File: src/rtl/io_uart_tx.sv
// io_uart_tx
//
// Memory-mapped UART transmitter. Stores to TXDATA are queued in a
// circular FIFO, and each byte goes out on uart_tx as an asynchronous serial
// frame. The default frame is 8N1: a start bit, 8 data bits sent LSB first,
// and a stop bit. Status is returned through a registered read port.
//
// Register window (BASE_ADDR must be word aligned):
//   BASE+0  TXDATA  write only: bits [7:0] are pushed into the FIFO. A write
//                   while the FIFO is full is dropped and sets the sticky
//                   overflow flag. Reads return 0.
//   BASE+4  STATUS  {28'b0, overflow, busy, empty, full}. Writing 1 to bit 3
//                   clears overflow.
//   Any other address: writes are ignored and reads return 0.
//
// Optional feature: when `IO_UART_TX_PARITY_EN is defined, an even parity bit
// is sent between the data bits and the stop bit, making an 11-bit frame.
//
// Parameters:
//   BASE_ADDR    base of the 8-byte register window
//   CLKS_PER_BIT clock cycles per serial bit (>= 2)
//   FIFO_DEPTH   transmit FIFO entries (power of two, >= 2)
//
// Ports:
//   clk, rst       clock and asynchronous active-high reset
//   io_write_*     core store bus (address, one-cycle strobe, data)
//   io_read_en     read strobe; io_read_data is updated on that edge
//   io_read_addr   read address
//   io_read_data   registered read result, held until the next read
//   uart_tx        serial output, idle high, driven from a flop
//   tx_busy        high while a frame is active or the FIFO holds data
module io_uart_tx #(
  parameter logic [31:0] BASE_ADDR    = 32'h8000_0000,
  parameter int unsigned CLKS_PER_BIT = 868,
  parameter int unsigned FIFO_DEPTH   = 16
) (
  input  logic        clk,
  input  logic        rst,
  input  logic [31:0] io_write_addr,
  input  logic        io_write_en,
  input  logic [31:0] io_write_data,
  input  logic        io_read_en,
  input  logic [31:0] io_read_addr,
  output logic [31:0] io_read_data,
  output logic        uart_tx,
  output logic        tx_busy
);

  localparam int unsigned BAUD_W = $clog2(CLKS_PER_BIT);
  localparam int unsigned PTR_W  = $clog2(FIFO_DEPTH);
  localparam int unsigned CNT_W  = PTR_W + 1;

  localparam logic [BAUD_W-1:0] BAUD_RELOAD   = BAUD_W'(CLKS_PER_BIT - 1);
  localparam logic [CNT_W-1:0]  FIFO_FULL_CNT = CNT_W'(FIFO_DEPTH);

`ifdef IO_UART_TX_PARITY_EN
  typedef enum logic [2:0] {S_IDLE, S_START, S_DATA, S_PARITY, S_STOP} tx_state_e;
`else
  typedef enum logic [2:0] {S_IDLE, S_START, S_DATA, S_STOP} tx_state_e;
`endif

  // ---------------------------------------------------------------------------
  // Address decode
  // ---------------------------------------------------------------------------
  logic [31:0] wr_offset;
  logic [31:0] rd_offset;
  logic        wr_in_window;
  logic        rd_in_window;
  logic        wr_txdata;
  logic        wr_status;
  logic        rd_status;

  assign wr_offset    = io_write_addr - BASE_ADDR;
  assign rd_offset    = io_read_addr - BASE_ADDR;
  assign wr_in_window = (wr_offset[31:3] == '0);
  assign rd_in_window = (rd_offset[31:3] == '0);
  assign wr_txdata    = io_write_en && wr_in_window && !wr_offset[2];
  assign wr_status    = io_write_en && wr_in_window && wr_offset[2];
  assign rd_status    = rd_in_window && rd_offset[2];

  // Bits that carry no meaning for this peripheral.
  logic unused_bits;
  assign unused_bits = ^{io_write_data[31:8], wr_offset[1:0], rd_offset[1:0]};

  // ---------------------------------------------------------------------------
  // Transmit FIFO
  // ---------------------------------------------------------------------------
  logic [7:0]       fifo_mem [FIFO_DEPTH];
  logic [PTR_W-1:0] wr_ptr;
  logic [PTR_W-1:0] rd_ptr;
  logic [CNT_W-1:0] fifo_cnt;
  logic             fifo_empty;
  logic             fifo_full;
  logic             pop;
  logic             push_ok;
  logic             push_drop;

  assign fifo_empty = (fifo_cnt == '0);
  assign fifo_full  = (fifo_cnt == FIFO_FULL_CNT);

  // A pop on the same edge frees the slot, so a push into a full FIFO is
  // still accepted in that case.
  assign push_ok   = wr_txdata && (!fifo_full || pop);
  assign push_drop = wr_txdata && fifo_full && !pop;

  always_ff @(posedge clk) begin
    if (push_ok) begin
      fifo_mem[wr_ptr] <= io_write_data[7:0];
    end
  end

  always_ff @(posedge clk or posedge rst) begin
    if (rst) begin
      wr_ptr   <= '0;
      rd_ptr   <= '0;
      fifo_cnt <= '0;
    end else begin
      if (push_ok) begin
        wr_ptr <= wr_ptr + 1'b1;
      end
      if (pop) begin
        rd_ptr <= rd_ptr + 1'b1;
      end
      unique case ({push_ok, pop})
        2'b10:   fifo_cnt <= fifo_cnt + 1'b1;
        2'b01:   fifo_cnt <= fifo_cnt - 1'b1;
        default: fifo_cnt <= fifo_cnt;
      endcase
    end
  end

  // ---------------------------------------------------------------------------
  // Transmit FSM
  // ---------------------------------------------------------------------------
  tx_state_e         state;
  tx_state_e         next_state;
  logic [BAUD_W-1:0] baud_cnt;
  logic [BAUD_W-1:0] next_baud;
  logic [2:0]        bit_idx;
  logic [2:0]        next_bit_idx;
  logic [7:0]        shift_reg;
  logic [7:0]        next_shift;
  logic              tx_q;
  logic              next_tx;
  logic              baud_done;

  assign baud_done = (baud_cnt == '0);

  always_ff @(posedge clk or posedge rst) begin
    if (rst) begin
      state     <= S_IDLE;
      baud_cnt  <= BAUD_RELOAD;
      bit_idx   <= '0;
      shift_reg <= '0;
      tx_q      <= 1'b1;
    end else begin
      state     <= next_state;
      baud_cnt  <= next_baud;
      bit_idx   <= next_bit_idx;
      shift_reg <= next_shift;
      tx_q      <= next_tx;
    end
  end

  // The line value for the upcoming bit is computed here and registered, so
  // uart_tx changes on the same edge as the state/bit it belongs to.
  always_comb begin
    next_state   = state;
    next_baud    = baud_cnt - 1'b1;
    next_bit_idx = bit_idx;
    next_shift   = shift_reg;
    next_tx      = tx_q;
    pop          = 1'b0;

    unique case (state)
      S_IDLE: begin
        next_baud = BAUD_RELOAD;
        next_tx   = 1'b1;
        if (!fifo_empty) begin
          next_state = S_START;
          pop        = 1'b1;
          next_shift = fifo_mem[rd_ptr];
          next_tx    = 1'b0;
        end
      end

      S_START: begin
        if (baud_done) begin
          next_state   = S_DATA;
          next_baud    = BAUD_RELOAD;
          next_bit_idx = '0;
          next_tx      = shift_reg[0];
        end
      end

      S_DATA: begin
        if (baud_done) begin
          next_baud = BAUD_RELOAD;
          if (bit_idx == 3'd7) begin
`ifdef IO_UART_TX_PARITY_EN
            next_state = S_PARITY;
            next_tx    = ^shift_reg;
`else
            next_state = S_STOP;
            next_tx    = 1'b1;
`endif
          end else begin
            next_bit_idx = bit_idx + 1'b1;
            next_tx      = shift_reg[next_bit_idx];
          end
        end
      end

`ifdef IO_UART_TX_PARITY_EN
      S_PARITY: begin
        if (baud_done) begin
          next_state = S_STOP;
          next_baud  = BAUD_RELOAD;
          next_tx    = 1'b1;
        end
      end
`endif

      S_STOP: begin
        if (baud_done) begin
          next_baud = BAUD_RELOAD;
          // Chain straight into the next start bit so queued bytes leave
          // without an idle gap.
          if (!fifo_empty) begin
            next_state = S_START;
            pop        = 1'b1;
            next_shift = fifo_mem[rd_ptr];
            next_tx    = 1'b0;
          end else begin
            next_state = S_IDLE;
            next_tx    = 1'b1;
          end
        end
      end

      default: begin
        next_state = S_IDLE;
        next_baud  = BAUD_RELOAD;
        next_tx    = 1'b1;
      end
    endcase
  end

  assign uart_tx = tx_q;
  assign tx_busy = (state != S_IDLE) || !fifo_empty;

  // ---------------------------------------------------------------------------
  // Status, overflow flag and read port
  // ---------------------------------------------------------------------------
  logic        overflow;
  logic [31:0] status_word;

  assign status_word = {28'b0, overflow, tx_busy, fifo_empty, fifo_full};

  always_ff @(posedge clk or posedge rst) begin
    if (rst) begin
      overflow <= 1'b0;
    end else if (push_drop) begin
      overflow <= 1'b1;
    end else if (wr_status && io_write_data[3]) begin
      overflow <= 1'b0;
    end
  end

  always_ff @(posedge clk or posedge rst) begin
    if (rst) begin
      io_read_data <= '0;
    end else if (io_read_en) begin
      io_read_data <= rd_status ? status_word : '0;
    end
  end

endmodule

File: config.mk
export PLATFORM = sky130hd
export DESIGN_NAME = io_uart_tx
export DESIGN_NICKNAME = d
export VERILOG_FILES = /design/src/rtl/io_uart_tx.sv
export SDC_FILE = /design/constraint.sdc
export NUM_CORES = 1
export LEC_CHECK = 0
export BUFFER_PORTS_ARGS = -buffer_cell sky130_fd_sc_hd__clkbuf_2
export CORE_ASPECT_RATIO = 1.25
export CORE_MARGIN = 3
export CORE_UTILIZATION = 50
export DETAILED_ROUTE_END_ITERATION = 6
export GPL_TIMING_DRIVEN = 1
export PLACE_DENSITY_LB_ADDON = 0.08
export SYNTH_ARGS = -nofsm -noshare
export SYNTH_HDL_FRONTEND = slang
export SYNTH_SLANG_ARGS = --single-unit
export TNS_END_PERCENT = 1
File: constraint.sdc
create_clock -name clk -period 9.6 [get_ports clk]
set_input_delay 1.92 -clock clk [delete_from_list [all_inputs] [get_ports clk]]
set_output_delay 1.92 -clock clk [all_outputs]
set_load 0.1 [all_outputs]
==> results by group <==
Synth
  • Largest family of logic cells by synthesized area: multiplexers
  • Number of synthesized flops with an enable pin: between 100 and 150
  • Synth Area in Simple Gates: 0.0898
  • Xor/xnor cell area share of the yosys netlist: 0.0184
  • Seq cells post-synth: 170
  • Mapped Area: roughly 7600 um^2
  • Cells after synthesis: 493
  • Mean post-synth cell area: 15.4 um^2
  • Compound-cell area share of the yosys netlist: 0.0517
  • Synth area leader: edfxtp_1
  • Predominant post-synthesis flop cell: edfxtp_1
  • Ranking of synthesized cells by area: edfxtp_1 (51%), dfrtp_1 (12%), mux4_2 (10%)
  • Synth Area in Adders: 0.0263
  • Fraction of synthesized area in multiplexers: 0.121
  • Register area share after synthesis: 0.645
  • Ys Warns: 0
  • Fraction of registers with async set/reset: 0.247
  • Netlist cell types: 54
  • Yosys top cell area share: 0.505

STA
  • Fin. max-slew vios: 0
  • Slew HR: 0.169
  • RSZ-0062 raised after global routing: no
  • Setup violators final: 0
  • Final Hold Fails: 0
  • Fmax: 237 MHz
  • Post-route clock period utilization: 0.439
  • Min Clock Period, post-route: about 4.2 ns
  • Clock skew: 0.00754 ns
  • Worst-margin pin slew: 1.24 ns
  • Setup_tns: 0 ns

Power and ir drop
  • VDD IR max: 0.000111 V
  • Final Power: 1.57 mW
  • PwrDens: 181 nW/um^2
  • Static leakage: 3.25 nW

Setup path
  • Critical path data arrival time: 2.30 ns
  • Worst setup path category: flop to primary output
  • Reg2Reg Launch Point: state[0]
  • CP Capture Type: primary output
  • Startpoint types: flop
  • Crit-path max FO: 7
  • Worst r2r path cells: 14
  • Required @ worst endpoint: 7.68 ns
  • Flop-to-flop setup slack: about 6.2 ns
  • Worst r2r dst: fifo_cnt[4]

Clocking
  • Clk sinks: 170
  • CTS resizes: 0
  • Hold buffers post-CTS: 0
  • Post-CTS setup buffers: 0
  • CTS max path bufs: 2
  • Worst skew pair latency: 0.42 ns
  • Cts bufs inserted: 17
  • Clock root cell: clkbuf_16
  • Reg clk slew, reported paths: about 0.060 ns
  • CTS tree: done
  • CTS H-tree depth: 4

Cells and area
  • Fillers: 1,138
  • Most frequent cells in the layout: edfxtp_1 (128), clkbuf_2 (77), mux4_2 (34)
  • Commonest non-fill, non-tap cell in the layout: edfxtp_1
  • Layout Nets: around 690
  • ANT cells: 0
  • Area grow syn2layout: 14.1%
  • Max reg flops: around 130
  • Layout cells sized above 1: 0.314

Drt
  • Antenna viol nets, final: 0
  • Via count: 4,217
  • Via density: 5.50
  • Pre-antenna DRT Iters: 4
  • Initial detailed-routing violation count: 224
  • Drt total wl: 14,300 um
  • Routed length per instance: 18.7 um
  • Remaining DRCs: 0

Global routing
  • GR Util All Layers: 0.182
  • Global-route wire length before repair: 22,700 um
  • Vias in the first global route: approximately 4,400
  • GR Overflow Total: 0
  • Busiest grt layer: met2
  • Pin count of the biggest net entering global routing: 43
  • Initial antenna violation count: 0
  • Grt met3 use: 0.0396
  • Met1 Usage GRT: 0.214
  • M2 GR Usage: 0.329

Flow run
  • Max Cap Viol: 0

Worst hold path
  • Worst min path class: flop to flop
  • HP Start: baud_cnt[0]
  • Min-Delay Endpoint: baud_cnt[0]
  • Hold Path Cell Cnt: 1

Die
  • Die Span X: 116 um
  • I/O pin count: 134
  • Row count: between 40 and 50
  • Die area: 16,700 um^2
  • Initial Util: 0.519
  • Die Ht: between 100 and 150 um
  • Placeable Area: 14,700 um^2

Run status
  • Outcome: finished, final reports clean

Placed design
  • IO buf count: 77
  • Hpwl dp: ~10000 um
  • GP Congestion: 0.777
worst max-delay path by stage:
stage / start / to / slack [ns] / depth (start not counted)
floorplan: io_write_addr[27] / fifo_cnt[4] / 5.40 / 13
global placement: io_write_addr[27] / fifo_cnt[4] / 5.18 / 13
detailed placement: io_write_addr[26] / fifo_mem[2][6] / 5.06 / 6
CTS: fifo_cnt[1] / tx_busy / 5.35 / 5
global route: io_write_addr[26] / fifo_cnt[4] / 5.25 / 13
finish: fifo_cnt[1] / tx_busy / 5.38 / 5
per-layer routing:
metal,vias up,wire length [um]
met5,-,0
met4,0,223
met3,15,563
met2,99,7810
met1,2087,5710
li1,2016,-
cells in the mapped netlist (8+ instances only):
cell	instances
xor2_1	11
o21ai_0	10
mux4_2	34
buf_4	29
nand2_1	28
edfxtp_1	128
inv_1	17
nand3_1	8
clkbuf_1	10
nor3_1	8
nor2_1	24
a21oi_1	12
nor4_1	12
dfrtp_1	35
ha_1	16
mux2_2	11
a22oi_1	19
worst max-delay path: stages (launching register included):
cell and delay, ns:
dfrtp_1 0.45, or3_1 0.44, nor3_2 0.31, and2_1 0.25
inv_1 0.06, clkbuf_2 0.37
kinds of logic (layout without fill, tap and decap cells):
| kind of cell | after synthesis | in the layout |
|---|---|---|
| compound gates | 57 | 57 |
| xor+xnor | 16 | 16 |
| fa+ha+maj | 16 | 16 |
| buf+inv | 65 | 134 |
| flops | 170 | 170 |
| mux | 48 | 48 |
| other cells | 1 | 28 |
| simple gates | 120 | 120 |
through the flow:
stage | std cells | util | area (um^2) | hold slack (ns) | setup WS (ns)
global placement | 735 | 0.553 | 8100 | 0.437 | 5.18
detailed placement | 735 | 0.553 | 8100 | 0.449 | 5.06
floorplan | 520 | - | 7710 | 0.428 | 5.40
finish | 767 | 0.592 | 8680 | 0.464 | 5.38
CTS | 767 | 0.592 | 8680 | 0.465 | 5.35
global route | 767 | 0.592 | 8680 | 0.485 | 5.25
where the power goes:
group	leakage (nW)	internal (mW)	total, mW	switching, mW
Sequential	1.70	0.805	0.813	0.00755
Clock	0.276	0.385	0.660	0.275
Combinational	1.27	0.0266	0.0970	0.0703
cell type report:
cell class                      instances  area (um^2)  share of cell area
Tap cell                              178          223              0.0257
Clock inverter                         13          144              0.0166
Multi-Input combinational cell        285         2460               0.284
Inverter                               17         63.8             0.00736
Timing Repair Buffer                   85          445              0.0513
Clock buffer                           19          433              0.0499
Sequential cell                       170         4910               0.565
Power figures use the tool's default switching activity.
